File: src/rtl/mem_port_arbiter_pkg.sv
// Shared types and RV32 size codes for the unified-memory port arbiter.
package riscv_mem_pkg;

  typedef enum logic {
    OWN_IF,
    OWN_DM
  } owner_e;

  typedef enum logic [1:0] {
    ARB_IDLE,
    ARB_ISSUE,
    ARB_RESP
  } arb_state_e;

  localparam logic [2:0] F3_LB  = 3'b000;
  localparam logic [2:0] F3_LH  = 3'b001;
  localparam logic [2:0] F3_LW  = 3'b010;
  localparam logic [2:0] F3_LBU = 3'b100;
  localparam logic [2:0] F3_LHU = 3'b101;
  localparam logic [2:0] F3_SB  = 3'b000;
  localparam logic [2:0] F3_SH  = 3'b001;
  localparam logic [2:0] F3_SW  = 3'b010;

endpackage

File: src/rtl/mem_port_arbiter_starve_counter.sv
// Saturating streak counter: counts DM wins while IF waits, flags when IF must win.
module starve_counter #(
  parameter int unsigned LIMIT = 4
) (
  input  logic clk,
  input  logic reset,
  input  logic inc_i,
  input  logic clr_i,
  output logic at_limit_o
);

  localparam int unsigned CW = $clog2(LIMIT + 1);

  logic [CW-1:0] cnt_q, cnt_d;

  assign at_limit_o = (cnt_q == CW'(LIMIT));

  always_comb begin
    cnt_d = cnt_q;
    if (clr_i) begin
      cnt_d = '0;
    end else if (inc_i && !at_limit_o) begin
      cnt_d = cnt_q + 1'b1;
    end
  end

  always_ff @(posedge clk or negedge reset) begin
    if (!reset) begin
      cnt_q <= '0;
    end else begin
      cnt_q <= cnt_d;
    end
  end

endmodule

File: src/rtl/mem_port_arbiter.sv
// Arbitrates IF and DM requesters onto one single-ported memory, one transaction at a time.
module mem_port_arbiter
  import riscv_mem_pkg::*;
#(
  parameter int unsigned ADDR_W       = 32,
  parameter int unsigned DATA_W       = 32,
  parameter int unsigned STARVE_LIMIT = 4
) (
  input  logic              clk,
  input  logic              reset,
  input  logic              if_req,
  input  logic [ADDR_W-1:0] if_addr,
  output logic              if_gnt,
  input  logic              if_flush,
  output logic              if_rvalid,
  output logic [DATA_W-1:0] if_rdata,
  input  logic              dm_req,
  input  logic              dm_we,
  input  logic [2:0]        dm_funct3,
  input  logic [ADDR_W-1:0] dm_addr,
  input  logic [DATA_W-1:0] dm_wdata,
  output logic              dm_gnt,
  output logic              dm_rvalid,
  output logic [DATA_W-1:0] dm_rdata,
  output logic              mem_req,
  output logic              mem_we,
  output logic [2:0]        mem_funct3,
  output logic [ADDR_W-1:0] mem_addr,
  output logic [DATA_W-1:0] mem_wdata,
  input  logic              mem_gnt,
  input  logic              mem_rvalid,
  input  logic [DATA_W-1:0] mem_rdata
);

  arb_state_e        state_q, state_d;
  owner_e            owner_q, owner_d;
  logic              flush_q, flush_d;
  logic              we_q, we_d;
  logic [2:0]        f3_q, f3_d;
  logic [ADDR_W-1:0] addr_q, addr_d;
  logic [DATA_W-1:0] wdata_q, wdata_d;

  logic if_gnt_c, dm_gnt_c;
  logic st_inc, st_clr, st_at_limit;

  starve_counter #(
    .LIMIT (STARVE_LIMIT)
  ) u_starve (
    .clk        (clk),
    .reset      (reset),
    .inc_i      (st_inc),
    .clr_i      (st_clr),
    .at_limit_o (st_at_limit)
  );

  always_comb begin
    state_d   = state_q;
    owner_d   = owner_q;
    flush_d   = flush_q;
    we_d      = we_q;
    f3_d      = f3_q;
    addr_d    = addr_q;
    wdata_d   = wdata_q;
    if_gnt_c  = 1'b0;
    dm_gnt_c  = 1'b0;
    st_inc    = 1'b0;
    st_clr    = 1'b0;
    if_rvalid = 1'b0;
    dm_rvalid = 1'b0;

    unique case (state_q)
      ARB_IDLE: begin
        if (dm_req && !(if_req && st_at_limit)) begin
          owner_d  = OWN_DM;
          dm_gnt_c = 1'b1;
          we_d     = dm_we;
          f3_d     = dm_funct3;
          addr_d   = dm_addr;
          wdata_d  = dm_wdata;
          st_inc   = if_req;
          st_clr   = !if_req;
          flush_d  = 1'b0;
          state_d  = ARB_ISSUE;
        end else if (if_req) begin
          owner_d  = OWN_IF;
          if_gnt_c = 1'b1;
          we_d     = 1'b0;
          f3_d     = F3_LW;
          addr_d   = if_addr;
          wdata_d  = '0;
          st_clr   = 1'b1;
          flush_d  = 1'b0;
          state_d  = ARB_ISSUE;
        end
      end
      ARB_ISSUE: begin
        if (if_flush && owner_q == OWN_IF) flush_d = 1'b1;
        if (mem_gnt) state_d = ARB_RESP;
      end
      ARB_RESP: begin
        if (if_flush && owner_q == OWN_IF) flush_d = 1'b1;
        if (mem_rvalid) begin
          // A flush arriving with the response still kills it, hence the live if_flush term.
          if (owner_q == OWN_IF) if_rvalid = !flush_q && !if_flush;
          else                   dm_rvalid = 1'b1;
          flush_d = 1'b0;
          state_d = ARB_IDLE;
        end
      end
      default: state_d = ARB_IDLE;
    endcase
  end

  // Grants are combinational from the requests, so they are masked while reset is held.
  assign if_gnt     = if_gnt_c & reset;
  assign dm_gnt     = dm_gnt_c & reset;
  assign mem_req    = (state_q == ARB_ISSUE);
  assign mem_we     = we_q;
  assign mem_funct3 = f3_q;
  assign mem_addr   = addr_q;
  assign mem_wdata  = wdata_q;
  assign if_rdata   = mem_rdata;
  assign dm_rdata   = mem_rdata;

  always_ff @(posedge clk or negedge reset) begin
    if (!reset) begin
      state_q <= ARB_IDLE;
      owner_q <= OWN_IF;
      flush_q <= 1'b0;
      we_q    <= 1'b0;
      f3_q    <= '0;
      addr_q  <= '0;
      wdata_q <= '0;
    end else begin
      state_q <= state_d;
      owner_q <= owner_d;
      flush_q <= flush_d;
      we_q    <= we_d;
      f3_q    <= f3_d;
      addr_q  <= addr_d;
      wdata_q <= wdata_d;
    end
  end

endmodule

File: config.mk
export PLATFORM = sky130hd
export DESIGN_NAME = mem_port_arbiter
export DESIGN_NICKNAME = d
export VERILOG_FILES = /design/src/rtl/mem_port_arbiter_pkg.sv /design/src/rtl/mem_port_arbiter_starve_counter.sv /design/src/rtl/mem_port_arbiter.sv
export SDC_FILE = /design/constraint.sdc
export NUM_CORES = 1
export LEC_CHECK = 0
export BUFFER_PORTS_ARGS = -buffer_cell sky130_fd_sc_hd__buf_2
export CAP_MARGIN = 25
export CORE_ASPECT_RATIO = 0.8
export CORE_MARGIN = 5
export CORE_UTILIZATION = 45
export DETAILED_ROUTE_END_ITERATION = 7
export PLACE_DENSITY = 0.94
export SLEW_MARGIN = 25
export SYNTH_ARGS = -nofsm -noshare
export SYNTH_HDL_FRONTEND = slang
export SYNTH_SLANG_ARGS = --single-unit
File: constraint.sdc
create_clock -name clk -period 3.6 [get_ports clk]
set_input_delay 0.18 -clock clk [delete_from_list [all_inputs] [get_ports clk]]
set_output_delay 0.18 -clock clk [all_outputs]
set_load 0.01 [all_outputs]
==> impl_metrics.csv, run 1 <==
group,metric,value,unit
outcome,status,"finished, final reports clean",
pwr,pwr-share-comb,0.430,
final_layout,fin_nets,705,
cts,cts_tree,"built",
pwr,swShare,0.393,
critical_path,rr_worst_depth,9,
pwr,peakVddDrop,0.000622,V
synthesis,syn_inst,454,
cts,cts.sinks,75,
global_routing,grt_overflow,0,
critical_path,worstPathRequired,3.80,ns
global_routing,grt_max_degree,71,
pwr,leakagePower,0.00257,uW
floorplan,core-area,9110,sq um
synthesis,synth_top_area_frac,0.442,
worst_hold_path,hp-start,"dm_wdata[26]",
synthesis,ys_types,31,
critical_path,r2r_start,"u_starve.cnt_q[0]",
pwr,clockPowerShare,0.225,
sta,fin_skew,0.00533,ns
sta,finalSetupViolCount,0,
worst_hold_path,holdPathEnd,"mem_wdata[26]",
sta,fmax,385,MHz
global_routing,grt_antenna_before_repair,0,
final_layout,syn2layout_area_growth,17.1,%
floorplan,die-area,11500,sq um
floorplan,die_h,96.8,microns
synthesis,synth_nets,602,
detailed_routing,dr.pass1.iters,4,
pwr,power_density,847,nW/um^2
detailed_routing,drc,0,
floorplan,start_util,0.465,
pwr,power_frac_seq,0.345,
sta,worstMarginPinSlew,0.938,ns
critical_path,r2r-end,"u_starve.cnt_q[0]",
floorplan,die-width,119,microns
cts,clock-root-buffer,"clkbuf_16",
critical_path,r2r_setup_slack,1.00,ns
sta,drv_slew,0,
sta,finalHoldViolations,0,
synthesis,synth_largest_area_cell,"dfrtp_1",
detailed_routing,wirelength,10400,microns
floorplan,io_pins,276,
detailed_routing,vias,3347,
detailed_routing,initialDrtViolationCount,174,
placed_design,dpl.hpwl,7590,microns
synthesis,synth.most_common_cell,"nand2_1",
worst_hold_path,holdPathStages,3,
synthesis,synthTopCellsByCount,"nand2_1 (83), dfrtp_1 (75), buf_4 (65)",
synthesis,synth_area_per_cell,9.34,sq um
critical_path,crit_path_start_kind,"flip-flop",
floorplan,row_count,31,
cts,numCtsBuffers,9,
worst_hold_path,hold_path_class,"in -> reg",
detailed_routing,antenna_left,0,
final_layout,final_cells,677,
final_layout,antenna_cells,0,
sta,timing.final.ws_setup,1.00,ns
sta,period_minus_slack,2.60,ns
flow_run,maxCapViolCount,0,
placed_design,place.port_buffers,179,
pwr,p_int,2550,uW
synthesis,synth_seq_cells,75,
critical_path,path_max_fanout,70,
final_layout,fin_area,4960,sq um
detailed_routing,wire_per_inst,15.3,microns
placed_design,gp_congestion,0.776,
placed_design,place_area,4640,sq um
placed_design,place_inst,660,
cts,insertion_delay,0.33,ns
synthesis,syn_area,4240,sq um
critical_path,worstSetupPathType,"reg -> reg",
synthesis,ys.flop_type,"dfrtp_1",
global_routing,grt_pass1_wl,16900,microns
cts,path_clk_slew,0.06,ns
sta,finalSetupTns,0,ns
final_layout,drive_above_1_share,0.525,
synthesis,synth_area_leaders,"dfrtp_1 (44%), a21oi_2 (13%), buf_4 (12%), nand2_1 (7.3%), nand3_1 (4.4%)",
synthesis,synth_seq_area_share,0.442,
sta,slew_headroom,0.375,
cts,cts_resized,0,
critical_path,arrival,2.79,ns
synthesis,synthArstFlopShare,1.00,
synthesis,yosys_warnings,0,
sta,rsz0062_at_grt,"no",
synthesis,synth_edf_count,0,
detailed_routing,viasPerCell,4.94,
placed_design,pre_cts_ws,1.02,ns
cts,cts_setup_buffers,0,
cts,cts_buffer_depth,2,
pwr,p_switching,1650,uW
cts,cts_htree_levels,3,
global_routing,grt_pass1_vias,3513,
global_routing,grtUsageTotal,0.176,
sta,fin_crit_sh,0.721,
critical_path,cp-end-kind,"flip-flop",
registers in the layout, indices dropped and copies added, names as in the netlist:
signal / count
mem_addr: 32
state_q: 2
u_starve.cnt_q: 3
flush_q: 1
mem_wdata: 32
mem_we: 1
mem_funct3: 3
owner_q: 1
power by group through the flow:
stage | combinational (uW) | clock, uW | sequential [uW]
after detailed placement | 1820 | 0 | 1460
after global placement | 1740 | 0 | 1440
after global routing | 2000 | 1010 | 1500
after CTS | 1830 | 968 | 1450
final | 1810 | 945 | 1450
after floorplan | 1090 | 0 | 1620
stage by stage:
step / power [uW] / hold WS, ns / util
after floorplan: 2710 / -0.116 / -
after global placement: 3180 / 0.179 / 0.509
after detailed placement: 3290 / 0.192 / 0.509
after CTS: 4250 / 0.0560 / 0.545
after global routing: 4510 / 0.0702 / 0.545
final: 4200 / 0.0705 / 0.545
worst max path at each step:
stage / startpoint / endpoint / cells after the start
4_1_cts: u_starve.cnt_q[0] / dm_gnt / 7
3_3_place_gp: u_starve.cnt_q[0] / mem_addr[1] / 10
6_report: u_starve.cnt_q[0] / u_starve.cnt_q[0] / 9
5_1_grt: u_starve.cnt_q[0] / u_starve.cnt_q[0] / 9
2_1_floorplan: u_starve.cnt_q[0] / mem_addr[10] / 13
3_5_place_dp: u_starve.cnt_q[0] / mem_addr[0] / 10
cells by family (layout without fill, tap and decap cells):
group	after synthesis	after routing	share of synthesized area
buf+inv	100	208	0.173
simple gates	193	193	0.205
compound gates	74	74	0.145
flops	75	75	0.442
fa+ha+maj	9	9	0.0265
mux	3	3	0.00767
worst max-delay path: stages, from the launching register on:
cell     delay (ns)
dfrtp_1        0.35
inv_1          0.09
ha_1           0.23
nand3_1        0.09
and2_4         0.19
buf_4          0.73
ha_1           0.35
nand2_1        0.10
mux2i_1        0.20
o22ai_1        0.12
layout make-up:
class                           count  area (sq um)
Inverter                            9          46.3
Clock inverter                      7          92.6
Fill cell                         807          4150
Sequential cell                    75          1880
Tap cell                          115           144
Clock buffer                        9           225
Timing Repair Buffer              183           931
Multi-Input combinational cell    279          1650
placed cells by master (no fill, tap or decap), drive strengths merged, types with 2 or more instances in the layout:
cell      count
and3          3
inv           9
nand2b        3
clkbuf        9
clkinv        2
mux2          2
a21oi        65
a31oi         2
buf         182
o22ai         2
clkinvlp      3
nand2       112
nand3        37
dfrtp        75
nor2         33
o21ai         2
bufinv        2
ha            9
repair_timing:
item                       CTS  global route
setup endpoints to repair    0             0
hold endpoints to repair    37             0
hold buffers                 1             0
per-layer routing:
| layer | vias up | track usage | wire length, microns |
|---|---|---|---|
| met5 | - | 0 | 0 |
| met4 | 0 | 0.0384 | 108 |
| met3 | 18 | 0.0723 | 987 |
| met2 | 160 | 0.294 | 5050 |
| met1 | 1555 | 0.212 | 4220 |
| li1 | 1614 | - | - |
(Power assumes the default switching activity.)
==> inputs of run 2 (changes only) <==
- ABC_AREA: default -> 1
- CORE_UTILIZATION: 45 -> 43
- PLACE_DENSITY: 0.94 -> 0.91
- clock period: 3.6 -> 2.5 ns (I/O delays scaled with it)
==> impl_metrics.csv, run 2 <==
group,metric,value,unit
final_layout,layout_common_cells,"nand2_1 (219), buf_2 (178), inv_1 (76)",
final_layout,final_cells,816,
sta,slew_headroom,0.688,
synthesis,synth_top_area_frac,0.445,
pwr,swShare,0.381,
floorplan,die-width,121,microns
flow_run,maxCapViolCount,0,
critical_path,crit_path_start_kind,"flip-flop",
global_routing,grtUsageTotal,0.178,
detailed_routing,vias,3794,
pwr,leakagePower,0.00327,uW
pwr,power_frac_seq,0.363,
sta,fmax,466,MHz
final_layout,final_common_cell,"nand2_1",
global_routing,grt_antenna_before_repair,0,
cts,cts_htree_levels,3,
floorplan,die-area,11900,sq um
synthesis,synth_edf_count,0,
placed_design,place_inst,777,
synthesis,syn_inst,559,
cts,path_clk_slew,0.06,ns
global_routing,grt_overflow,0,
detailed_routing,viasPerCell,4.65,
sta,finalSetupViolCount,0,
pwr,clockPowerShare,0.240,
sta,drv_slew,0,
synthesis,synth_area_leaders,"dfrtp_1 (45%), nand2_1 (20%), buf_4 (11%), nand3_1 (8.3%), inv_1 (6.8%)",
final_layout,syn2layout_area_growth,24.7,%
final_layout,fillers,901,
final_layout,drive_above_1_share,0.300,
detailed_routing,antenna_left,0,
critical_path,path_max_fanout,38,
synthesis,ys.flop_type,"dfrtp_1",
cts,cts.sinks,75,
sta,rsz0062_at_grt,"no",
outcome,status,"finished, final reports clean",
synthesis,synth_largest_area_cell,"dfrtp_1",
worst_hold_path,hold_path_class,"in -> reg",
synthesis,syn_area,4210,sq um
global_routing,grt_pass1_wl,17300,microns
synthesis,synthTopCellsByCount,"nand2_1 (219), inv_1 (76), dfrtp_1 (75)",
detailed_routing,wirelength,10700,microns
sta,fin_skew,0.00949,ns
critical_path,worstSetupPathType,"reg -> out",
floorplan,core-area,9610,sq um
floorplan,io_pins,276,
sta,fin_crit_sh,0.859,
global_routing,grt_max_degree,42,
sta,period_minus_slack,2.15,ns
synthesis,synthArstFlopShare,1.00,
synthesis,synth_seq_cells,75,
pwr,p_int,3600,uW
pwr,pwr-share-comb,0.397,
placed_design,gp_congestion,0.822,
detailed_routing,drc,0,
critical_path,worstPathRequired,2.38,ns
detailed_routing,dr.pass1.iters,4,
synthesis,synth_seq_area_share,0.445,
synthesis,ys_types,23,
floorplan,row_count,32,
cts,cts_buffer_depth,2,
synthesis,synth_nets,707,
synthesis,synth.most_common_cell,"nand2_1",
critical_path,cp-end-kind,"output port",
floorplan,die_h,98.5,microns
sta,worstMarginPinSlew,0.468,ns
detailed_routing,wire_per_inst,13.1,microns
cts,numCtsBuffers,9,
sta,finalSetupTns,0,ns
pwr,p_switching,2210,uW
cts,insertion_delay,0.32,ns
cts,cts_tree,"built",
sta,finalHoldViolations,0,
final_layout,antenna_cells,0,
global_routing,grt_pass1_vias,3708,
floorplan,start_util,0.439,
pwr,peakVddDrop,0.000525,V
detailed_routing,initialDrtViolationCount,201,
final_layout,post-route-util,0.547,
placed_design,place.port_buffers,179,
pwr,power_density,1110,nW/um^2
synthesis,yosys_warnings,0,
final_layout,fin_nets,840,
placed_design,dpl.hpwl,7850,microns
synthesis,synth_area_per_cell,7.54,sq um
critical_path,arrival,2.02,ns
cts,clock-root-buffer,"clkbuf_16",
## run 2: cell types whose count changed after synthesis, moves of 5 or more
cell | before | now
nand2_1 | 83 | 219
inv_1 | 7 | 76
a21oi_2 | 61 | 0
buf_2 | 12 | 1
clkbuf_1 | 6 | 12
o21ai_0 | 2 | 7
nand2_2 | 29 | 1
nor2_1 | 33 | 2
nand3_1 | 37 | 70
## run 2: what timing repair did
action                    in CTS  in global routing
gates resized for setup        0                  0
hold endpoints to repair      33                  0
hold buffers                  23                  0
buffers inserted               0                  0
## run 2: kinds of logic (layout without fill, tap and decap cells)
group	Yosys count	count (layout)	share of synthesized area
simple gates	299	299	0.297
xor+xnor	1	1	0.00208
fa+ha+maj	9	9	0.0267
flops	75	75	0.445
compound gates	9	9	0.0113
buf+inv	166	304	0.218
## run 2: metal layers
metal	GRT usage	up-vias	wire (microns)
li1	-	1875	-
met3	0.0792	16	1110
met2	0.278	186	4860
met4	0.0540	0	138
met1	0.224	1717	4590
met5	0	-	0
## run 2: final timing paths
check                                   from           endpoint  slack, ns  cells after the start
max reg2reg                u_starve.cnt_q[0]  u_starve.cnt_q[1]       0.60                     11
min                             dm_wdata[18]      mem_wdata[18]       0.01                      3
max                        u_starve.cnt_q[0]             if_gnt       0.35                      9
max in group asynchronous              reset      mem_wdata[10]       1.62                      3
min in group asynchronous              reset       mem_addr[29]       0.20                      2
min reg2reg                     mem_addr[14]       mem_addr[14]       0.47                      2
## run 2: power by group through the flow
stage	combinational [uW]	clock (uW)	sequential, uW
after global routing	2580	1490	2180
after global placement	2220	0	2120
after detailed placement	2310	0	2110
final	2310	1390	2110
after floorplan	1200	0	2370
after CTS	2340	1430	2110
## run 2: per-stage QoR
step           area [sq um]  setup WS, ns  hold WS (ns)  total power, uW
5_1_grt                5260         0.165       0.00616             6250
3_3_place_gp           4700         0.633      -0.00990             4340
3_5_place_dp           4700         0.594       -0.0132             4430
4_1_cts                5260         0.324       0.00265             5890
6_report               5260         0.354        0.0110             5810
2_1_floorplan          4210         0.445        -0.171             3570
## run 2: area by class of cell
type	count	area, sq um	share of cell area
Clock buffer	10	239	0.0455
Sequential cell	75	1880	0.357
Clock inverter	6	88.8	0.0169
Timing Repair Buffer	210	1190	0.226
Inverter	78	293	0.0557
Tap cell	119	149	0.0283
Multi-Input combinational cell	318	1420	0.270
## run 2: critical path, stage by stage (launching register included)
cell	delay [ns]
dfrtp_1	0.38
inv_1	0.09
ha_1	0.21
nand3_2	0.10
nand2_2	0.08
buf_4	0.36
ha_1	0.22
nand2_1	0.05
nor2_1	0.08
buf_2	0.13
